**config.mk**
```make
export PLATFORM = sky130hd
export DESIGN_NAME = axi_interconnect_rd
export DESIGN_NICKNAME = d
export VERILOG_FILES = /design/src/rtl/axi_interconnect_rd.sv
export SDC_FILE = /design/constraint.sdc
export NUM_CORES = 1
export LEC_CHECK = 0
export CAP_MARGIN = 10
export CORE_AREA = 2 2 226 228
export CTS_CLUSTER_DIAMETER = 60
export CTS_CLUSTER_SIZE = 25
export DETAILED_ROUTE_END_ITERATION = 7
export DIE_AREA = 0 0 228 230
export GPL_TIMING_DRIVEN = 0
export PLACE_DENSITY = 0.77
export SETUP_SLACK_MARGIN = 0.05
export SLEW_MARGIN = 10
export SYNTH_ARGS = -nofsm -noshare
export SYNTH_HDL_FRONTEND = slang
export SYNTH_SLANG_ARGS = --single-unit
```
**constraint.sdc**
```tcl
create_clock -name clk -period 10.85 [get_ports clk]
set_input_delay 2.17 -clock clk [delete_from_list [all_inputs] [get_ports clk]]
set_output_delay 2.17 -clock clk [all_outputs]
set_load 0.02 [all_outputs]
```
**src/rtl/axi_interconnect_rd.sv**
```systemverilog
// Read-side AXI interconnect: round-robin arbitration of burst read requests
// from CH_NUM display channels, one AXI read burst per grant, returned beats
// steered into the granted channel's FIFO, per-channel frame address pointers.
module axi_interconnect_rd #(
    parameter int          CH_NUM       = 5,
    parameter int          DATA_W       = 256,
    parameter int          ADDR_W       = 28,
    parameter int          BURST_LEN    = 16,
    parameter int unsigned CH_BASE_STEP = 32'h0400000,
    parameter int          FRAME_BURSTS = 8100
) (
    input  logic                 clk,
    input  logic                 rst,
    input  logic [CH_NUM-1:0]    ch_rd_req,
    input  logic [CH_NUM-1:0]    ch_frame_sync,
    output logic [CH_NUM-1:0]    ch_wr_en,
    output logic [DATA_W-1:0]    ch_wr_data,
    output logic [CH_NUM-1:0]    ch_frame_done,
    output logic [ADDR_W-1:0]    axi_araddr,
    output logic [7:0]           axi_arlen,
    output logic                 axi_arvalid,
    input  logic                 axi_arready,
    input  logic [DATA_W-1:0]    axi_rdata,
    input  logic                 axi_rvalid,
    input  logic                 axi_rlast,
    output logic                 axi_rready,
    output logic                 busy,
    output logic                 burst_err
);

    localparam int GW          = (CH_NUM > 1) ? $clog2(CH_NUM) : 1;
    localparam int CW          = (FRAME_BURSTS > 1) ? $clog2(FRAME_BURSTS) : 1;
    localparam int BURST_BYTES = BURST_LEN * DATA_W / 8;

    typedef enum logic [2:0] {IDLE, ARB, ADDR, DATA, DONE} state_t;

    state_t              state;
    logic [GW-1:0]       grant;
    logic [GW-1:0]       rr_ptr;
    logic [CW-1:0]       burst_cnt [CH_NUM];
    logic [CH_NUM-1:0]   sync_pending;
    logic [7:0]          beat_cnt;

    logic                arb_found;
    logic [GW-1:0]       arb_grant;
    int                  arb_dist;
    int                  arb_best;
    logic [CH_NUM-1:0]   active_mask;

    // Frame-buffer byte address of burst number cnt of channel ch (wraps at ADDR_W).
    function automatic logic [ADDR_W-1:0] burst_addr(input logic [GW-1:0] ch,
                                                     input logic [CW-1:0] cnt);
        return ADDR_W'(ch) * ADDR_W'(CH_BASE_STEP) + ADDR_W'(cnt) * ADDR_W'(BURST_BYTES);
    endfunction

    assign axi_arlen = 8'(BURST_LEN - 1);
    assign busy      = (state != IDLE);

    // Round-robin pick: requester with smallest circular distance from rr_ptr.
    always_comb begin
        arb_found = 1'b0;
        arb_grant = '0;
        arb_dist  = 0;
        arb_best  = CH_NUM;
        for (int i = 0; i < CH_NUM; i++) begin
            arb_dist = (i >= int'(rr_ptr)) ? (i - int'(rr_ptr)) : (i + CH_NUM - int'(rr_ptr));
            if (ch_rd_req[i] && (arb_dist < arb_best)) begin
                arb_best  = arb_dist;
                arb_grant = GW'(i);
                arb_found = 1'b1;
            end
        end
    end

    // Channels whose frame sync must be deferred to DONE (owner of the current burst).
    always_comb begin
        active_mask = '0;
        for (int i = 0; i < CH_NUM; i++) begin
            if ((state == ADDR || state == DATA || state == DONE) && grant == GW'(i))
                active_mask[i] = 1'b1;
            if (state == ARB && arb_found && arb_grant == GW'(i))
                active_mask[i] = 1'b1;
        end
    end

    // Burst FSM with registered AXI handshakes, FIFO steering and frame pointers.
    always_ff @(posedge clk) begin
        if (rst) begin
            state         <= IDLE;
            grant         <= '0;
            rr_ptr        <= '0;
            sync_pending  <= '0;
            beat_cnt      <= '0;
            axi_araddr    <= '0;
            axi_arvalid   <= 1'b0;
            axi_rready    <= 1'b0;
            ch_wr_en      <= '0;
            ch_wr_data    <= '0;
            ch_frame_done <= '0;
            burst_err     <= 1'b0;
            for (int i = 0; i < CH_NUM; i++) burst_cnt[i] <= '0;
        end else begin
            ch_wr_en      <= '0;
            ch_frame_done <= '0;

            // Idle channels restart at once; the channel being served restarts at DONE.
            for (int i = 0; i < CH_NUM; i++) begin
                if (ch_frame_sync[i]) begin
                    if (active_mask[i]) sync_pending[i] <= 1'b1;
                    else                burst_cnt[i]    <= '0;
                end
            end

            case (state)
                IDLE: begin
                    if (|ch_rd_req) state <= ARB;
                end
                ARB: begin
                    if (arb_found) begin
                        grant       <= arb_grant;
                        axi_araddr  <= burst_addr(arb_grant, burst_cnt[arb_grant]);
                        axi_arvalid <= 1'b1;
                        beat_cnt    <= '0;
                        state       <= ADDR;
                    end else begin
                        state <= IDLE;
                    end
                end
                ADDR: begin
                    if (axi_arready) begin
                        axi_arvalid <= 1'b0;
                        axi_rready  <= 1'b1;
                        state       <= DATA;
                    end
                end
                DATA: begin
                    if (axi_rvalid) begin
                        ch_wr_en   <= CH_NUM'(1) << grant;
                        ch_wr_data <= axi_rdata;
                        if (beat_cnt != 8'hFF) beat_cnt <= beat_cnt + 8'd1;
                        if (beat_cnt >= 8'(BURST_LEN)) burst_err <= 1'b1;
                        if (axi_rlast) begin
                            axi_rready <= 1'b0;
                            state      <= DONE;
                        end
                    end
                end
                DONE: begin
                    if (beat_cnt != 8'(BURST_LEN)) burst_err <= 1'b1;
                    if (burst_cnt[grant] == CW'(FRAME_BURSTS - 1))
                        ch_frame_done <= CH_NUM'(1) << grant;
                    if (burst_cnt[grant] == CW'(FRAME_BURSTS - 1) ||
                        sync_pending[grant] || ch_frame_sync[grant])
                        burst_cnt[grant] <= '0;
                    else
                        burst_cnt[grant] <= burst_cnt[grant] + CW'(1);
                    sync_pending[grant] <= 1'b0;
                    rr_ptr <= (grant == GW'(CH_NUM - 1)) ? '0 : grant + GW'(1);
                    state  <= IDLE;
                end
                default: state <= IDLE;
            endcase
        end
    end

endmodule
```
==> flow_summary.yaml <==
status:
  outcome: "finished, final reports clean"
grt:
  grt_pass1_vias: 16765
  grt_usage_pct: 24.63
  grt_max_degree: 26
  antenna_found_initial: 6
  grt_pass1_wl_um: 99180
  overflow: 0
logic_synthesis:
  yosysTopAreaCell: "dfxtp_1"
  ys_seq_elements: 411
  synth_warnings: 0
  synth.area.top_cells: "dfxtp_1, edfxtp_1, nand2_1"
  async_flop_share_pct: 0
  yosysMostFrequentCell: "nand2_1"
  synthDistinctLibCells: 76
  synth_area_mm2: 0.01741
  ys_top_cells_by_count: "nand2_1, dfxtp_1, a21oi_1"
  synth_edf_count: 104
  syn_inst: 1948
  syn_area_per_cell_um2: 8.937
  synthFlopType: "dfxtp_1"
  seq_area_frac_synth_pct: 53.24
  synthDominantCellAreaShare_pct: 35.30
placed_design:
  portBuffers: 553
  dp_cells: 3194
  gp_routability_congestion: 0.9991
  dp_hpwl_um: 52770
clocking:
  clock-root-buffer: "clkbuf_16"
  clk_latency_ns: 0.58
  cts.sinks: 411
  h-tree-depth: 2
  cts_tree: "yes"
  cts_buffers: 35
  cts.hold.buffers_added: 0
  cts_max_path_buffers: 3
  path_clk_slew_ns: 0.07
worst_setup_path:
  max_stage_delay_ns: 0.44
  crit_type: "input pin to flop"
  cp_data_arrival_time_ns: 10.69
  path_buf_inv: 4
  crit_top_cell: "ha_1"
  crit_slowest_cell: "a2111oi_4"
  start_kind: "input pin"
  crit_fanout: 19
  required_ns: 11.34
  crit_family: "compound AO/OA/AOI/OAI gates"
  end_kind: "flop"
sta:
  max_freq_mhz: 97.99
  finalClockSkew_ns: 0.03575
  hold_violations: 0
  finalMaxSlewViolations: 0
  period_share_pct: 94.05
  slew_headroom_pct: 35.52
  layout_min_cycle_time_ns: 10.20
  holdWs_ns: 0.4551
  setup_viol: 0
  rsz0062_at_grt: "no"
  worst_slew_pin_slew_ns: 0.9672
power:
  peakVddDrop_v: 0.0001102
  powerDensity_mw_per_mm2: 141.2
  p_leak_nw: 8.734
floorplanning:
  pin_count: 577
  die_h_um: 230
  fp.dieW_um: 228
  start_util_pct: 34.91
  dieArea_mm2: 0.05244
  rows: 82
  core_area_mm2: 0.04986
route:
  vias: 16860
  first_pass_iters: 7
  wl_per_cell_um: 20.61
  drtIter0Drc: 1409
  wl_um: 67400
  drc: 0
  ant_nets: 0
  via_per_inst: 5.156
cells_and_area:
  areaGrowthSynthToFinish_pct: 45.95
  fin_cells: 3270
  nets: 2867
  drive_gt1_share_pct: 6.950
run:
  cap_violations: 0
hold_path:
  hold_class: "flop to flop"
[kinds of logic after synthesis]
group | after synthesis | share of synthesized area (%)
muxes | 61 | 5.548
DFF | 411 | 53.24
xor gates and xnor gates | 14 | 0.7043
buffers and inverters | 186 | 4.671
other | 2 | 0.04314
adders and majority gates | 32 | 2.300
AOI/OAI and AO/OA | 406 | 13.41
and+or+nand+nor | 836 | 20.08
[layer usage]
layer  global-route usage, %  wire, µm
met3                   6.746      6616
met1                   28.49     25150
met5                       0         0
met4                   13.24      3444
met2                   41.56     32190
[flip-flops by register name (all words and copies together), names as in the netlist, 3 cells and up, named ones only]
name / flops
axi_araddr: 13
beat_cnt: 8
burst_cnt: 104
ch_frame_done: 5
ch_wr_data: 256
ch_wr_en: 5
grant: 3
rr_ptr: 3
state: 3
sync_pending: 5
[metrics by stage]
step	TNS [ns]	instance area [µm²]	util, %	worst slack (ns)	power [mW]
detailed placement	-182.20	23910	47.95	-2.096	2.220
floorplan	0	17490	-	0.1655	1.947
finish	0	25410	50.96	0.6454	3.587
global placement	-219.00	23860	47.86	-2.902	2.208
CTS	0	25230	50.60	0.06515	3.595
global route	0	25400	50.94	0.1049	3.701
[final cells by class]
class	count	area, µm²
Timing Repair Buffer	561	5640
Multi-Input combinational cell	1370	7542
Buffer	152	699.4
Inverter	33	123.9
Sequential cell	411	9270
Clock buffer	38	929.6
Tap cell	672	840.8
Clock inverter	25	341.6
Antenna cell	8	20.02
Fill cell	4526	24450
[power breakdown]
part	total (mW)	internal (mW)	switching, mW
sequential	1.65	1.62	0.0341
clock	1.38	0.684	0.697
combinational	0.554	0.256	0.298
total	3.59	2.56	1.03
[worst paths after layout]
kind | depth (start not counted) | from | slack (ns) | endpoint
setup / recovery | 40 | ch_rd_req[0] | 0.65 | axi_araddr[11]
hold / removal | 2 | ch_wr_data[96] | 0.46 | ch_wr_data[96]
setup reg to reg | 45 | rr_ptr[0] | 0.68 | axi_araddr[11]
hold reg to reg | 2 | ch_wr_data[96] | 0.46 | ch_wr_data[96]
[timing repair]
action,in CTS,in global routing
gates resized for setup,9,25
setup buffers,1,4
endpoints found under the setup margin,99,99
gates cloned,0,1
pin swaps,1,7
[worst min-delay path: cells and delay by family (launching register included)]
family / cells / cell delay [ns]
AOI/OAI and AO/OA: 1 / 0.05
DFF: 1 / 0.31
and+or+nand+nor: 1 / 0.05
[cells in the final DEF, fill, tap and decap left out, drive strengths merged, types with 32 or more instances in the layout]
master	n
nand2	567
nor2	126
buf	55
clkbuf	143
a21oi	285
o21ai	43
ha	32
dfxtp	307
edfxtp	104
clkdlybuf4s50	553
inv	47
Note: power is estimated with default switching activity, not from simulation.
